$ cat src/rtl/mem_arb_pkg.sv
// mem_arb_pkg: shared state encoding, default widths and requester-id type for mem_arbiter.
package mem_arb_pkg;
   localparam int DEF_ADDR_W = 32;
   localparam int DEF_DATA_W = 32;
   typedef enum logic [1:0] {IDLE, ISSUE, DONE} state_t;
   typedef logic req_id_t;
endpackage

$ cat src/rtl/mem_arbiter.sv
// mem_arbiter: round-robin arbiter sharing one memory port between an instruction and a data cache,
// one transaction in flight, with a per-transaction timeout that completes the request with an error.
module mem_arbiter
   import mem_arb_pkg::*;
#(
   parameter int ADDR_W  = DEF_ADDR_W,
   parameter int DATA_W  = DEF_DATA_W,
   parameter int TIMEOUT = 64
) (
   input  logic              clk,
   input  logic              rst,
   input  logic              req0,
   input  logic              req1,
   input  logic              we0,
   input  logic              we1,
   input  logic [ADDR_W-1:0] addr0,
   input  logic [ADDR_W-1:0] addr1,
   input  logic [DATA_W-1:0] wdata0,
   input  logic [DATA_W-1:0] wdata1,
   output logic              rdy0,
   output logic              rdy1,
   output logic              err0,
   output logic              err1,
   output logic [DATA_W-1:0] rdata,
   output logic              mem_req,
   output logic              mem_we,
   output logic [ADDR_W-1:0] mem_addr,
   output logic [DATA_W-1:0] mem_wdata,
   input  logic              mem_rdy,
   input  logic [DATA_W-1:0] mem_rdata,
   output logic              busy
);
   state_t            state_q, state_d;
   req_id_t           win_q, win_d, last_q, last_d, gnt;
   logic              err_q, err_d, we_q, we_d;
   logic [ADDR_W-1:0] addr_q, addr_d;
   logic [DATA_W-1:0] wdata_q, wdata_d, rdata_q, rdata_d;
   logic [7:0]        cnt_q, cnt_d;

   // last_q resets to 1 so port 0 wins the first tie
   assign gnt = (req0 && req1) ? ~last_q : req1;

   always_ff @(posedge clk or negedge rst) begin
      if (!rst) begin
         state_q <= IDLE;
         win_q   <= 1'b0;
         last_q  <= 1'b1;
         err_q   <= 1'b0;
         we_q    <= 1'b0;
         addr_q  <= '0;
         wdata_q <= '0;
         rdata_q <= '0;
         cnt_q   <= '0;
      end else begin
         state_q <= state_d;
         win_q   <= win_d;
         last_q  <= last_d;
         err_q   <= err_d;
         we_q    <= we_d;
         addr_q  <= addr_d;
         wdata_q <= wdata_d;
         rdata_q <= rdata_d;
         cnt_q   <= cnt_d;
      end
   end

   always_comb begin
      state_d = state_q;
      win_d   = win_q;
      last_d  = last_q;
      err_d   = err_q;
      we_d    = we_q;
      addr_d  = addr_q;
      wdata_d = wdata_q;
      rdata_d = rdata_q;
      cnt_d   = cnt_q;
      case (state_q)
         IDLE: if (req0 || req1) begin
            state_d = ISSUE;
            win_d   = gnt;
            we_d    = gnt ? we1 : we0;
            addr_d  = gnt ? addr1 : addr0;
            wdata_d = gnt ? wdata1 : wdata0;
            err_d   = 1'b0;
            cnt_d   = '0;
         end
         // a response on the final allowed cycle still wins over the timeout
         ISSUE: if (mem_rdy || cnt_q == 8'(TIMEOUT - 1)) begin
            state_d = DONE;
            last_d  = win_q;
            err_d   = !mem_rdy;
            rdata_d = (mem_rdy && !we_q) ? mem_rdata : rdata_q;
         end else begin
            cnt_d = cnt_q + 8'd1;
         end
         default: state_d = IDLE;
      endcase
   end

   always_comb begin
      busy      = state_q != IDLE;
      mem_req   = state_q == ISSUE;
      mem_we    = we_q;
      mem_addr  = addr_q;
      mem_wdata = wdata_q;
      rdy0      = state_q == DONE && !win_q;
      rdy1      = state_q == DONE && win_q;
      err0      = rdy0 && err_q;
      err1      = rdy1 && err_q;
      rdata     = rdata_q;
   end
endmodule

$ cat config.mk
export PLATFORM = sky130hd
export DESIGN_NAME = mem_arbiter
export DESIGN_NICKNAME = d
export VERILOG_FILES = /design/src/rtl/mem_arb_pkg.sv /design/src/rtl/mem_arbiter.sv
export SDC_FILE = /design/constraint.sdc
export NUM_CORES = 1
export LEC_CHECK = 0
export ABC_CLOCK_PERIOD_IN_PS = 1850
export CAP_MARGIN = 20
export CORE_UTILIZATION = 39
export CTS_BUF_LIST = sky130_fd_sc_hd__clkbuf_8 sky130_fd_sc_hd__clkbuf_16
export DETAILED_ROUTE_END_ITERATION = 10
export GPL_TIMING_DRIVEN = 0
export HOLD_SLACK_MARGIN = 0.1
export PLACE_DENSITY = 0.8
export SLEW_MARGIN = 20
export SYNTH_ARGS = -nofsm -noshare
export SYNTH_HDL_FRONTEND = slang
export SYNTH_SLANG_ARGS = --single-unit
$ cat constraint.sdc
create_clock -name clk -period 1.85 [get_ports clk]
set_input_delay 0.185 -clock clk [delete_from_list [all_inputs] [get_ports clk]]
set_output_delay 0.185 -clock clk [all_outputs]
set_load 0.01 [all_outputs]
==> flow_metrics.env <==
export IMPL_outcome="finished, final reports clean"
export IMPL_worstSetupPathType="flop to flop"
export IMPL_cap_violations=0
export IMPL_async_flop_share=1.00
export IMPL_p_leak_nw=3.59
export IMPL_avgSynthCellArea_um2=11.7
export IMPL_p_total_mw=12.4
export IMPL_worstSetupStartpointType="flop"
export IMPL_io_pin_count=270
export IMPL_vias=4338
export IMPL_route_met3_wl_um=1290
export IMPL_h_tree_depth=3
export IMPL_post_drt_via_cell_ratio=4.92
export IMPL_cell_with_the_largest_stage_delay_on_the_worst_path="sky130_fd_sc_hd__dfstp_2"
export IMPL_setup_worst_path_end="mem_addr[14]"
export IMPL_routedWlPerCell_um=16.9
export IMPL_filler_cell_count=960
export IMPL_layout_stage_area_growth_over_the_synthesis_result_pct=66.8
export IMPL_yosys_most_used_dff="sky130_fd_sc_hd__dfrtp_1"
export IMPL_design_final_nets=877
export IMPL_design_core_area_um2=12200
export IMPL_drt_pass1_iter_count=4
export IMPL_crit_family="buffers and inverters"
export IMPL_worst_path_max_fanout=10
export IMPL_totalNegativeSetupSlack_ns=0
export IMPL_dp_final_hpwl_um=11700
export IMPL_report_final_setup_viol=0
export IMPL_num_antenna_cells=0
export IMPL_capture_point_of_the_worst_reg_to_reg_path="mem_addr[14]"
export IMPL_tritoncts="built"
export IMPL_cells_after_synth=423
export IMPL_report_final_hold_viol_count=0
export IMPL_worst_ep_arrival_time_ns=1.96
export IMPL_postRouteAntennaNets=0
export IMPL_synth_yosys_warnings=0
export IMPL_post_synth_num_cell_types=36
export IMPL_critPathMaxStageDelay_ns=0.38
export IMPL_timing_max_slew_rel_slack=0.612
export IMPL_timing_final_crit_share=0.946
export IMPL_worst_endpoint_required_ns=2.06
export IMPL_holdCritPathClass="input port to async pin"
export IMPL_port_buffers=269
export IMPL_gr_usage_all_layers=0.233
export IMPL_synth_net_count=591
export IMPL_max_vdd_ir_drop_v=0.000667
export IMPL_floorplan_die_area_um2=13100
export IMPL_rr_startpoint="last_q"
export IMPL_die_y_um=115
export IMPL_globalRouteOverflowTotal=0
export IMPL_drt_initial_drc_count=238
export IMPL_floorplan_die_width_um=115
export IMPL_grt_pass1_wl_um=23000
export IMPL_clk_path_buf_depth=2
export IMPL_synth_edff_count=0
export IMPL_reg2regPathDepth=5
export IMPL_slew_viol_final=0
export IMPL_maxUsedRoutingLayer="met4"
export IMPL_rrSetupSlack_ns=0.1
export IMPL_timing_fmax_mhz=571
export IMPL_met2RoutedLength_um=7650
export IMPL_critPathBufInv=2
export IMPL_drcViolationCount=0
export IMPL_post_synth_instance_area_um2=4950
export IMPL_gp_congestion=0.794
export IMPL_antenna_violations_before_repair=0
export IMPL_path_clk_slew_ns=0.07
export IMPL_hold_worst_slack_ns=0.391
export IMPL_first_global_vias=4528
export IMPL_leading_cell_types_in_the_layout_fill_and_taps_excluded="sky130_fd_sc_hd__clkdlybuf4s50_1, sky130_fd_sc_hd__dfrtp_1, sky130_fd_sc_hd__nand2_1"
export IMPL_cts_root_buffer_type="sky130_fd_sc_hd__clkbuf_16"
export IMPL_min_period_ns=1.75
export IMPL_clock_sinks=110
export IMPL_pin_count_of_the_biggest_net_entering_global_routing=59
export IMPL_pre_cts_slack_ns=-0.273
export IMPL_clk_latency_ns=0.35
export IMPL_fin_skew_ns=0.00701
export IMPL_tightestPinTransition_ns=0.582
export IMPL_end_kind="flop"
export IMPL_placement_rows=40
export IMPL_wl_met1_um=5470
export IMPL_cp_depth=5
export IMPL_most_frequent_standard_cell_in_the_layout_excluding_fill_and_tap_cells="sky130_fd_sc_hd__clkdlybuf4s50_1"
export IMPL_part_of_the_yosys_area_used_for_sequential_elements=0.557
export IMPL_finalWorstSetupSlack_ns=0.0997
export IMPL_synth_seq_cells=110
export IMPL_cts_buffer_count=9
export IMPL_worst_setup_path_startpoint="last_q"
export IMPL_setup_repair_after_global_routing_missed_its_margin="false"
export IMPL_final_layout_size_suffix_gt1_frac=0.122
export IMPL_initial_core_utilization=0.405
export IMPL_worstPathCellList="a21boi_2 -> buf_4 -> buf_2 -> mux2i_1 -> o21ai_1"
export IMPL_p_per_area_nw_per_um2=1500
export IMPL_routed_wirelength_um=14900
==> sequential cells by signal, summed over array words and instances, names as in the netlist <==
signal / count
cnt_q: 8
last_q: 1
err_q: 1
mem_addr: 32
win_q: 1
rdata: 32
mem_wdata: 32
state_q: 2
mem_we: 1
==> cells by family (layout without fill, tap and decap cells) <==
family	count (synthesis)	in the layout	synth area share
DFF	110	110	0.557
muxes	99	99	0.209
and+or+nand+nor	99	99	0.0880
AOI/OAI and AO/OA	85	85	0.0984
buffers and inverters	29	320	0.0460
adders and majority gates	1	1	0.00253
==> synth_stat cells, types with 2 or more instances <==
cell type	number	area share
sky130_fd_sc_hd__mux2i_1	66	0.13
sky130_fd_sc_hd__dfrtp_1	109	0.55
sky130_fd_sc_hd__inv_1	3	0.0023
sky130_fd_sc_hd__nand2_1	79	0.060
sky130_fd_sc_hd__nand3_1	2	0.0020
sky130_fd_sc_hd__a21oi_1	5	0.0051
sky130_fd_sc_hd__buf_2	5	0.0051
sky130_fd_sc_hd__clkbuf_1	6	0.0046
sky130_fd_sc_hd__or2_1	2	0.0025
sky130_fd_sc_hd__nor2_1	4	0.0030
sky130_fd_sc_hd__buf_4	2	0.0030
sky130_fd_sc_hd__o21ai_2	4	0.0071
sky130_fd_sc_hd__and3_1	3	0.0038
sky130_fd_sc_hd__buf_8	2	0.0061
sky130_fd_sc_hd__a31oi_1	6	0.0076
sky130_fd_sc_hd__mux2_2	32	0.073
sky130_fd_sc_hd__o21ai_1	62	0.063
sky130_fd_sc_hd__buf_6	11	0.025
sky130_fd_sc_hd__o21ai_0	2	0.0020
sky130_fd_sc_hd__nor2b_1	2	0.0025
==> metrics by stage <==
step                instance area (um^2)   util  cells
finish                              8250  0.676    882
CTS                                 8230  0.674    880
global placement                    7850  0.643    860
floorplan                           4950      -    423
detailed placement                  7880  0.645    861
global route                        8250  0.676    882
==> timing repair <==
action	CTS	global route
endpoints found under the hold margin	56	0
hold buffers	1	0
setup buffers	2	2
setup endpoints to repair	7	3
gates resized for setup	4	2
pin swaps	1	0
==> worst min path at each step <==
stage               cells after the start  slack (ns)          start             to
CTS                                     2        0.39            rst      rdata[14]
floorplan                               0       -0.11            rst       cnt_q[0]
global placement                        2        0.46  mem_wdata[17]  mem_wdata[17]
global route                            2        0.43            rst      rdata[14]
detailed placement                      1        0.19            rst      rdata[14]
finish                                  2        0.39            rst      rdata[14]
==> power breakdown <==
group          total, mW  leakage [nW]  switching (mW)  internal (mW)
clock               2.09         0.152           0.872           1.22
combinational       6.05          2.09            2.64           3.41
sequential          4.23          1.35           0.671           3.56
total               12.4          3.59            4.18           8.18
==> per-layer routing <==
| layer | GRT usage | vias up |
|---|---|---|
| met5 | 0 | - |
| met4 | 0.111 | 0 |
| met3 | 0.0667 | 31 |
| met2 | 0.427 | 217 |
| met1 | 0.243 | 2052 |
| li1 | - | 2038 |
==> area by class of cell <==
class,count,area (um^2),share of cell area
Timing Repair Buffer,275,2760,0.335
Sequential cell,110,2750,0.334
Multi-Input combinational cell,284,1970,0.239
Clock buffer,10,239,0.0290
Buffer,26,216,0.0262
Tap cell,168,210,0.0255
Clock inverter,6,86.3,0.0105
Inverter,3,15.0,0.00182
Note: power is estimated with default switching activity, not from simulation.
